<file path="src/rtl/fifo_ctrl_pkg.sv">
// Shared types and parameter helpers for the FIFO burst-drain scheduler.
package fifo_ctrl_pkg;

  typedef enum logic [1:0] {
    StIdle,
    StReq,
    StXfer,
    StSettle
  } drain_state_e;

  localparam int unsigned BurstDefault      = 16;
  localparam int unsigned FrameWordsDefault = 76800;

  function automatic int unsigned calc_lw(int unsigned burst);
    return $clog2(burst) + 1;
  endfunction

  function automatic int unsigned calc_addr_w(int unsigned frame_words);
    return $clog2(frame_words);
  endfunction

endpackage

</file>
<file path="src/rtl/fifo_burst_drain_ctrl.sv">
// Drains the pixel FIFO into the frame-buffer writer in fixed bursts, flushing the
// partial tail on end-of-frame and tracking the frame-relative word address.
module fifo_burst_drain_ctrl
  import fifo_ctrl_pkg::*;
#(
  parameter int unsigned DW          = 8,
  parameter int unsigned AW          = 10,
  parameter int unsigned BURST       = BurstDefault,
  parameter int unsigned LW          = calc_lw(BURST),
  parameter int unsigned FRAME_WORDS = FrameWordsDefault,
  parameter int unsigned ADDR_W      = calc_addr_w(FRAME_WORDS)
) (
  input  logic              i_clk,
  input  logic              i_rst,
  input  logic              i_fifo_empty,
  input  logic [AW:0]       i_fifo_fill,
  input  logic [DW-1:0]     i_fifo_data,
  output logic              o_fifo_rd,
  input  logic              i_frame_end,
  output logic              o_mem_req,
  input  logic              i_mem_gnt,
  output logic [LW-1:0]     o_mem_len,
  output logic [ADDR_W-1:0] o_mem_addr,
  output logic              o_mem_valid,
  output logic [DW-1:0]     o_mem_data,
  input  logic              i_mem_ready,
  output logic              o_frame_done,
  output logic              o_busy
);

  localparam logic [AW:0]     BurstFill     = (AW+1)'(BURST);
  localparam logic [LW-1:0]   BurstLen      = LW'(BURST);
  localparam logic [LW-1:0]   OneLen        = LW'(1);
  localparam logic [ADDR_W:0] FrameWordsExt = (ADDR_W+1)'(FRAME_WORDS);

  drain_state_e      state_q, state_d;
  logic [LW-1:0]     len_q, len_d;
  logic [LW-1:0]     rem_q, rem_d;
  logic [ADDR_W-1:0] addr_q, addr_d;
  logic              flush_q, flush_d;
  logic [ADDR_W:0]   addr_sum;
  logic [ADDR_W-1:0] addr_next;

  // One extra bit so the sum never overflows before the frame wrap is applied.
  always_comb begin
    addr_sum  = {1'b0, addr_q} + (ADDR_W+1)'(len_q);
    addr_next = (addr_sum >= FrameWordsExt) ? ADDR_W'(addr_sum - FrameWordsExt)
                                            : addr_sum[ADDR_W-1:0];
  end

  always_comb begin
    state_d      = state_q;
    len_d        = len_q;
    rem_d        = rem_q;
    addr_d       = addr_q;
    flush_d      = flush_q;
    o_mem_req    = 1'b0;
    o_mem_valid  = 1'b0;
    o_fifo_rd    = 1'b0;
    o_frame_done = 1'b0;

    case (state_q)
      StIdle: begin
        if (i_fifo_fill >= BurstFill) begin
          len_d   = BurstLen;
          state_d = StReq;
        end else if (flush_q && (i_fifo_fill != '0)) begin
          len_d   = LW'(i_fifo_fill);
          state_d = StReq;
        end else if (flush_q) begin
          o_frame_done = 1'b1;
          flush_d      = 1'b0;
          addr_d       = '0;
        end
      end
      StReq: begin
        o_mem_req = 1'b1;
        if (i_mem_gnt) begin
          rem_d   = len_q;
          state_d = StXfer;
        end
      end
      StXfer: begin
        // An empty flag here is only a stall; the latched length is always in the FIFO.
        o_mem_valid = !i_fifo_empty && (rem_q != '0);
        o_fifo_rd   = o_mem_valid && i_mem_ready;
        if (o_fifo_rd) begin
          rem_d = rem_q - OneLen;
          if (rem_q == OneLen) begin
            addr_d  = addr_next;
            state_d = StSettle;
          end
        end
      end
      StSettle: state_d = StIdle;
      default:  state_d = StIdle;
    endcase

    // A frame-end arriving with the done pulse must survive the clear.
    if (i_frame_end) flush_d = 1'b1;
  end

  always_ff @(posedge i_clk or posedge i_rst) begin
    if (i_rst) begin
      state_q <= StIdle;
      len_q   <= '0;
      rem_q   <= '0;
      addr_q  <= '0;
      flush_q <= 1'b0;
    end else begin
      state_q <= state_d;
      len_q   <= len_d;
      rem_q   <= rem_d;
      addr_q  <= addr_d;
      flush_q <= flush_d;
    end
  end

  assign o_mem_len  = len_q;
  assign o_mem_addr = addr_q;
  assign o_mem_data = o_mem_valid ? i_fifo_data : '0;
  assign o_busy     = (state_q != StIdle);

endmodule

</file>
<file path="config.mk">
export PLATFORM = sky130hd
export DESIGN_NAME = fifo_burst_drain_ctrl
export DESIGN_NICKNAME = d
export VERILOG_FILES = /design/src/rtl/fifo_ctrl_pkg.sv /design/src/rtl/fifo_burst_drain_ctrl.sv
export SDC_FILE = /design/constraint.sdc
export NUM_CORES = 1
export LEC_CHECK = 0
export CORE_ASPECT_RATIO = 1.75
export CORE_MARGIN = 1
export CORE_UTILIZATION = 52
export DETAILED_ROUTE_END_ITERATION = 7
export PLACE_DENSITY = 0.81
export SETUP_SLACK_MARGIN = 0.15
export SLEW_MARGIN = 10
export SYNTH_ARGS = -nofsm -noshare
export SYNTH_HDL_FRONTEND = slang
export SYNTH_SLANG_ARGS = --single-unit
</file>
<file path="constraint.sdc">
create_clock -name i_clk -period 4.8 [get_ports i_clk]
set_input_delay 0.48 -clock i_clk [delete_from_list [all_inputs] [get_ports i_clk]]
set_output_delay 0.48 -clock i_clk [all_outputs]
set_load 0.02 [all_outputs]
</file>
==> impl_metrics.env <==
export IMPL_crit_path_max_fanout=13
export IMPL_clockBufferDepth=2
export IMPL_skew_ns=0.009682
export IMPL_grt_pass1_wl_um=13430
export IMPL_worstPathArrival_ns=4.09
export IMPL_grt_busiest_layer="met2"
export IMPL_setup_viol=0
export IMPL_synth_area_per_cell_um2=7.976
export IMPL_total_power_mw=1.417
export IMPL_status="completed"
export IMPL_fin_nets=450
export IMPL_async_flop_share_pct=100.0
export IMPL_period_needed_ns=3.887
export IMPL_critPathKind="flip-flop to flip-flop"
export IMPL_fp_dieW_um=58.41
export IMPL_cts_setup_buffers=0
export IMPL_row_count=35
export IMPL_critPathCaptureType="flip-flop"
export IMPL_seq_area_frac_synth_pct=25.93
export IMPL_leakagePower_nw=1.479
export IMPL_hold_ws_ns=0.4864
export IMPL_grt_overflow_total=0
export IMPL_ys_types=75
export IMPL_cts_reportedPaths_clkPinSlew_ns=0.07
export IMPL_n_fill_cell=459
export IMPL_io_pins=60
export IMPL_synth_top_area_share_pct=25.93
export IMPL_synthCells=363
export IMPL_met2_usage_pct=57.82
export IMPL_rsz0062_at_grt="false"
export IMPL_die_area_um2=5882
export IMPL_synth_warnings=0
export IMPL_initial_core_util_pct=54.64
export IMPL_cap_violations=0
export IMPL_firstDrtPassIters=4
export IMPL_drt_total_wl_um=8170
export IMPL_hpwlAfterDp_um=6358
export IMPL_min_path_type="flip-flop to flip-flop"
export IMPL_slew_viol_final=0
export IMPL_ys_flop_type="dfrtp_1"
export IMPL_synth_seq_cells=30
export IMPL_antenna_found_initial=0
export IMPL_coreArea_um2=5299
export IMPL_drive_gt1_share_pct=10.17
export IMPL_final_area_um2=3573
export IMPL_antenna_left=0
export IMPL_grt_pass1_vias=2871
export IMPL_grtUsageMet3_pct=2.953
export IMPL_clk_latency_ns=0.29
export IMPL_max_freq_mhz=257.3
export IMPL_dp_worst_setup_slack_ns=0.9484
export IMPL_relSlewSlack_pct=50.36
export IMPL_grt_use_total_pct=30.05
export IMPL_syn_num_nets=401
export IMPL_fin_tns_setup_ns=0
export IMPL_ir_drop_mv=0.2712
export IMPL_routedWlPerCell_um=16.78
export IMPL_synth_edff_count=0
export IMPL_first_iter_violations=122
export IMPL_io_buffers=59
export IMPL_area_growth_pct=23.42
export IMPL_clock_sinks=30
export IMPL_critPathLaunchType="flip-flop"
export IMPL_hold_viol=0
export IMPL_synth_top_cell_by_area="dfrtp_1"
export IMPL_worst_slew_pin_transition_ns=0.7401
export IMPL_required_ns=5.01
export IMPL_yosys_top_cells_area="dfrtp_1, nand2_1, ha_1"
export IMPL_drc=0
export IMPL_vias=2942
export IMPL_ctsResizeCount=0
export IMPL_hold_buffers=0
export IMPL_instances_no_fill=487
export IMPL_final_util_pct=67.44
export IMPL_min_period_over_period_pct=80.97
export IMPL_htree_levels=2
export IMPL_syn_area_um2=2895
export IMPL_post_dp_cell_area_um2=3482
export IMPL_dp_cells=479
export IMPL_viasPerCell=6.041
export IMPL_cts_root_buffer="clkbuf_8"
export IMPL_cts_tree="done"
export IMPL_grt_max_degree=36
export IMPL_die_y_um=100.7
export IMPL_timing_final_ws_setup_ns=0.9134
export IMPL_cts_buffers=5
export IMPL_globalplace_congestion=0.9878
export IMPL_gr_usage_met1_pct=28.97
export IMPL_antenna_cells=0
export IMPL_powerDensity_nw_per_um2=396.5
-- final timing paths --
kind                                   to  slack, ns          from  cells past startpoint
setup / recovery           o_mem_addr[12]       0.91  o_mem_len[0]                     14
hold / removal                    flush_q       0.49       flush_q                      1
setup reg to reg           o_mem_addr[12]       0.91  o_mem_len[0]                     14
hold reg to reg                   flush_q       0.49       flush_q                      1
max in group asynchronous  o_mem_addr[13]       3.91         i_rst                      3
min in group asynchronous   o_mem_addr[7]       0.57         i_rst                      3
-- routing by layer --
layer | up-vias | part of all wire, %
met5 | - | 0
li1 | 1420 | -
met1 | 1396 | 34
met4 | 0 | 5.7
met3 | 29 | 3.9
met2 | 97 | 56
-- placed cells by master (no fill, tap or decap), types with 4 or more instances in the layout --
master           Yosys  routed
o31ai_1              5       5
and3_1               4       4
a21o_1               4       4
ha_1                12      12
o21ai_1              5       4
o211ai_1             6       6
clkbuf_8             0       6
a21oi_1             18      18
nor4_1               7       7
dfrtp_1             30      30
a31oi_1              4       4
clkdlybuf4s50_1      0      59
nand2_1             58      58
or3_1                5       5
inv_1               21      21
nor2_1              21      21
nor3_1              11      11
and2_1               9       9
nand3_1             16      16
xnor2_1              5       5
o21ai_0             24      24
-- cells in the mapped netlist, types with 4 or more instances --
library cell	number
buf_4	10
dfrtp_1	30
or3_1	5
xnor2_1	5
and3_1	4
nor3_1	11
nor4_1	7
clkbuf_1	7
nor2_1	21
inv_1	21
o31ai_1	5
a21o_1	4
o21ai_1	5
o21ai_0	24
a21oi_1	18
and2_1	9
ha_1	12
nand3_1	16
a31oi_1	4
nand2_1	58
o211ai_1	6
-- report_power, final --
part / switching [mW] / total [mW] / internal (mW)
Combinational: 0.491 / 0.803 / 0.312
Sequential: 0.0860 / 0.395 / 0.309
Clock: 0.103 / 0.218 / 0.116
-- critical path: stages, from the launching register on --
cell and delay [ns]:
dfrtp_1 0.39, ha_1 0.20, inv_1 0.06, fa_1 0.39, nand2b_1 0.24, a21boi_4 0.24, o211ai_1 0.19, xnor2_1 0.19
ha_1 0.22, o32a_4 0.42, a21oi_4 0.19, o41ai_4 0.18, or4_4 0.54, a311o_1 0.28, o221ai_1 0.07
-- sequential cells by signal, indices dropped and copies added, names as in the netlist --
register	count
o_mem_addr	17
o_mem_len	5
rem_q	5
state_q	2
flush_q	1
-- final cells by class --
cell class                      instances  area, um2  share of cell area [%]
Multi-Input combinational cell        290       1939                   54.27
Sequential cell                        30      750.7                   21.01
Timing Repair Buffer                   62      613.1                   17.16
Tap cell                               74      92.59                   2.591
Clock buffer                            7      86.33                   2.416
Inverter                               23      86.33                   2.416
Clock inverter                          1      5.005                  0.1401
-- cell families (layout without fill, tap and decap cells) --
group | count (synthesis) | after routing | share of synthesized area (%)
simple gates | 163 | 163 | 29.73
compound gates | 102 | 102 | 27.40
xor+xnor | 8 | 8 | 2.420
buf+inv | 43 | 93 | 7.217
mux | 4 | 4 | 1.426
fa+ha+maj | 13 | 13 | 5.877
flops | 30 | 30 | 25.93
(Power assumes the default switching activity.)
==> RTL edit: new RTL, same flow settings <==
Set the parameter `AW` to 12 (it was 10).
--- a/src/rtl/fifo_burst_drain_ctrl.sv
+++ b/src/rtl/fifo_burst_drain_ctrl.sv
@@ -5,5 +5,5 @@
 #(
   parameter int unsigned DW          = 8,
-  parameter int unsigned AW          = 10,
+  parameter int unsigned AW          = 12,
   parameter int unsigned BURST       = BurstDefault,
   parameter int unsigned LW          = calc_lw(BURST),
Interface: changed (resized i_fifo_fill); port bits go from 60 to 62. No check against the original RTL was run, so the function may have changed too.
==> RTL edit against the unedited design <==
Final area down 9.6%; routed wire length down 13%; global-route usage up 0.20 points; largest power group unchanged; critical path depth up 1; sequential cell count unchanged; total power down 8.8%; maximum frequency down 4.3%; final cell count down 14%; synthesized area down 14%; highest routed layer unchanged; via count down 13%; setup slack worse by 0.18 ns; sequential share of layout area up 2.2 points; clock skew up 0.0018 ns.
==> RTL edit: results (changes against the unedited design) <==
buffers added on ports 61 (+3.4%); vias per cell 6.16 (+1.9%); slowest cell delay on critical path 0.42 ns (-0.12 ns); number of distinct library cells after synthesis 68 (-9.3%); global-route wire length before repair 11200 um (-17%); asr flop ratio synth 100% (unchanged); Max-slew headroom 46.2% (-4.2 points); synth cell count leaders nand2_1 (42), dfrtp_1 (30), a21oi_1 (22), nor2_1 (22), o21ai_0 (19); worst vdd ir 0.358 mV (+32%); Worst Path Max Fanout 7 (-6); DP Wirelength 5350 um (-16%); largest net degree at the start of global routing 31 (-14%); leak pwr 1.31 nW (-11%); Hold/Removal Path Class reg -> reg; DRT iter0 DRCs 67 (-45%); Layout fillers 397 (-14%); slowest CP cell fa_1; Placer Congestion 0.921 (-6.8%); sequential cell area fraction in the yosys report 30.0% (+4.1 points); CP arrival 4.24 ns (+0.15 ns); CTS root buffer clkbuf_8; status complete, no violations; final WL 7070 um (-13%); GRT Resource Usage Total 30.2% (+0.20 points); Nets 405 (-10%); cell internal pwr 0.000693 W (-6.0%); syn nets 348 (-13%); vias in the first global route 2510 (-13%)
RTL edit: cell types whose count changed after synthesis, moves of 4 or more:
cell / change
buf_4: -7
nand2_1: -16
o21ai_1: -4
o21ai_0: -5
nand3_1: -7
a21oi_1: +4
nor4_1: -4
RTL edit: worst min-delay path: cells and delay by family, from the launching register on:
family / cells / cell delay (ns)
AND/OR/NAND/NOR: 1 / 0.05
AO/OA/AOI/OAI: 1 / 0.07
flip-flops: 1 / 0.37
RTL edit: cells by family after synthesis:
logic type	Yosys count	share of synthesized area, %
buf+inv	32	5.35
flops	30	30.0
mux	4	1.70
fa+ha+maj	13	6.80
simple gates	126	25.5
compound gates	93	26.8
xor+xnor	10	3.80
RTL edit: worst paths after layout:
kind                                         endpoint                      start  slack [ns]  cells after the start
max reg2reg                o_mem_addr[15]$_DFFE_PP0P_   o_mem_len[0]$_DFFE_PP0P_        0.74                     15
min reg2reg                 o_mem_addr[0]$_DFFE_PP0P_  o_mem_addr[0]$_DFFE_PP0P_        0.52                      2
min                         o_mem_addr[0]$_DFFE_PP0P_  o_mem_addr[0]$_DFFE_PP0P_        0.52                      2
min in group asynchronous  o_mem_addr[10]$_DFFE_PP0P_                      i_rst        0.60                      3
max                        o_mem_addr[15]$_DFFE_PP0P_   o_mem_len[0]$_DFFE_PP0P_        0.74                     15
max in group asynchronous    o_mem_len[4]$_DFFE_PP0P_                      i_rst        3.89                      3
RTL edit: per-stage QoR:
step / setup WS (ns) / cell area [sq um] / power (W) / cells / hold slack [ns]
detailed placement: 0.763 / 3140 / 0.00108 / 410 / 0.510
global route: 0.516 / 3230 / 0.00138 / 418 / 0.555
global placement: 0.867 / 3140 / 0.00107 / 410 / 0.501
CTS: 0.743 / 3230 / 0.00129 / 418 / 0.528
floorplan: 0.971 / 2500 / 0.000836 / 308 / 0.506
finish: 0.737 / 3230 / 0.00129 / 418 / 0.522
RTL edit: layout make-up:
class / instances / share of cell area, %
clock buffer: 7 / 2.67
clock inverter: 1 / 0.155
inverter: 18 / 2.09
multi-input combinational: 246 / 50.2
sequential: 30 / 23.2
tap: 52 / 2.01
timing repair buffer: 64 / 19.6
RTL edit: per-layer routing:
layer	wire (um)	GRT usage (%)	vias to the layer above	share of wire [%]
met2	3930	53.7	80	56
met1	2620	30.6	1238	37
met4	251	16.7	0	3.5
met5	0	0	-	0
met3	273	6.47	21	3.9
li1	-	-	1234	-
RTL edit: power by group through the flow:
stage | combinational [W] | clock (W) | sequential, W
after detailed placement | 0.000686 | 0 | 0.000390
after global routing | 0.000758 | 0.000231 | 0.000394
final | 0.000689 | 0.000217 | 0.000386
after CTS | 0.000689 | 0.000221 | 0.000385
after global placement | 0.000680 | 0 | 0.000386
after floorplan | 0.000450 | 0 | 0.000386
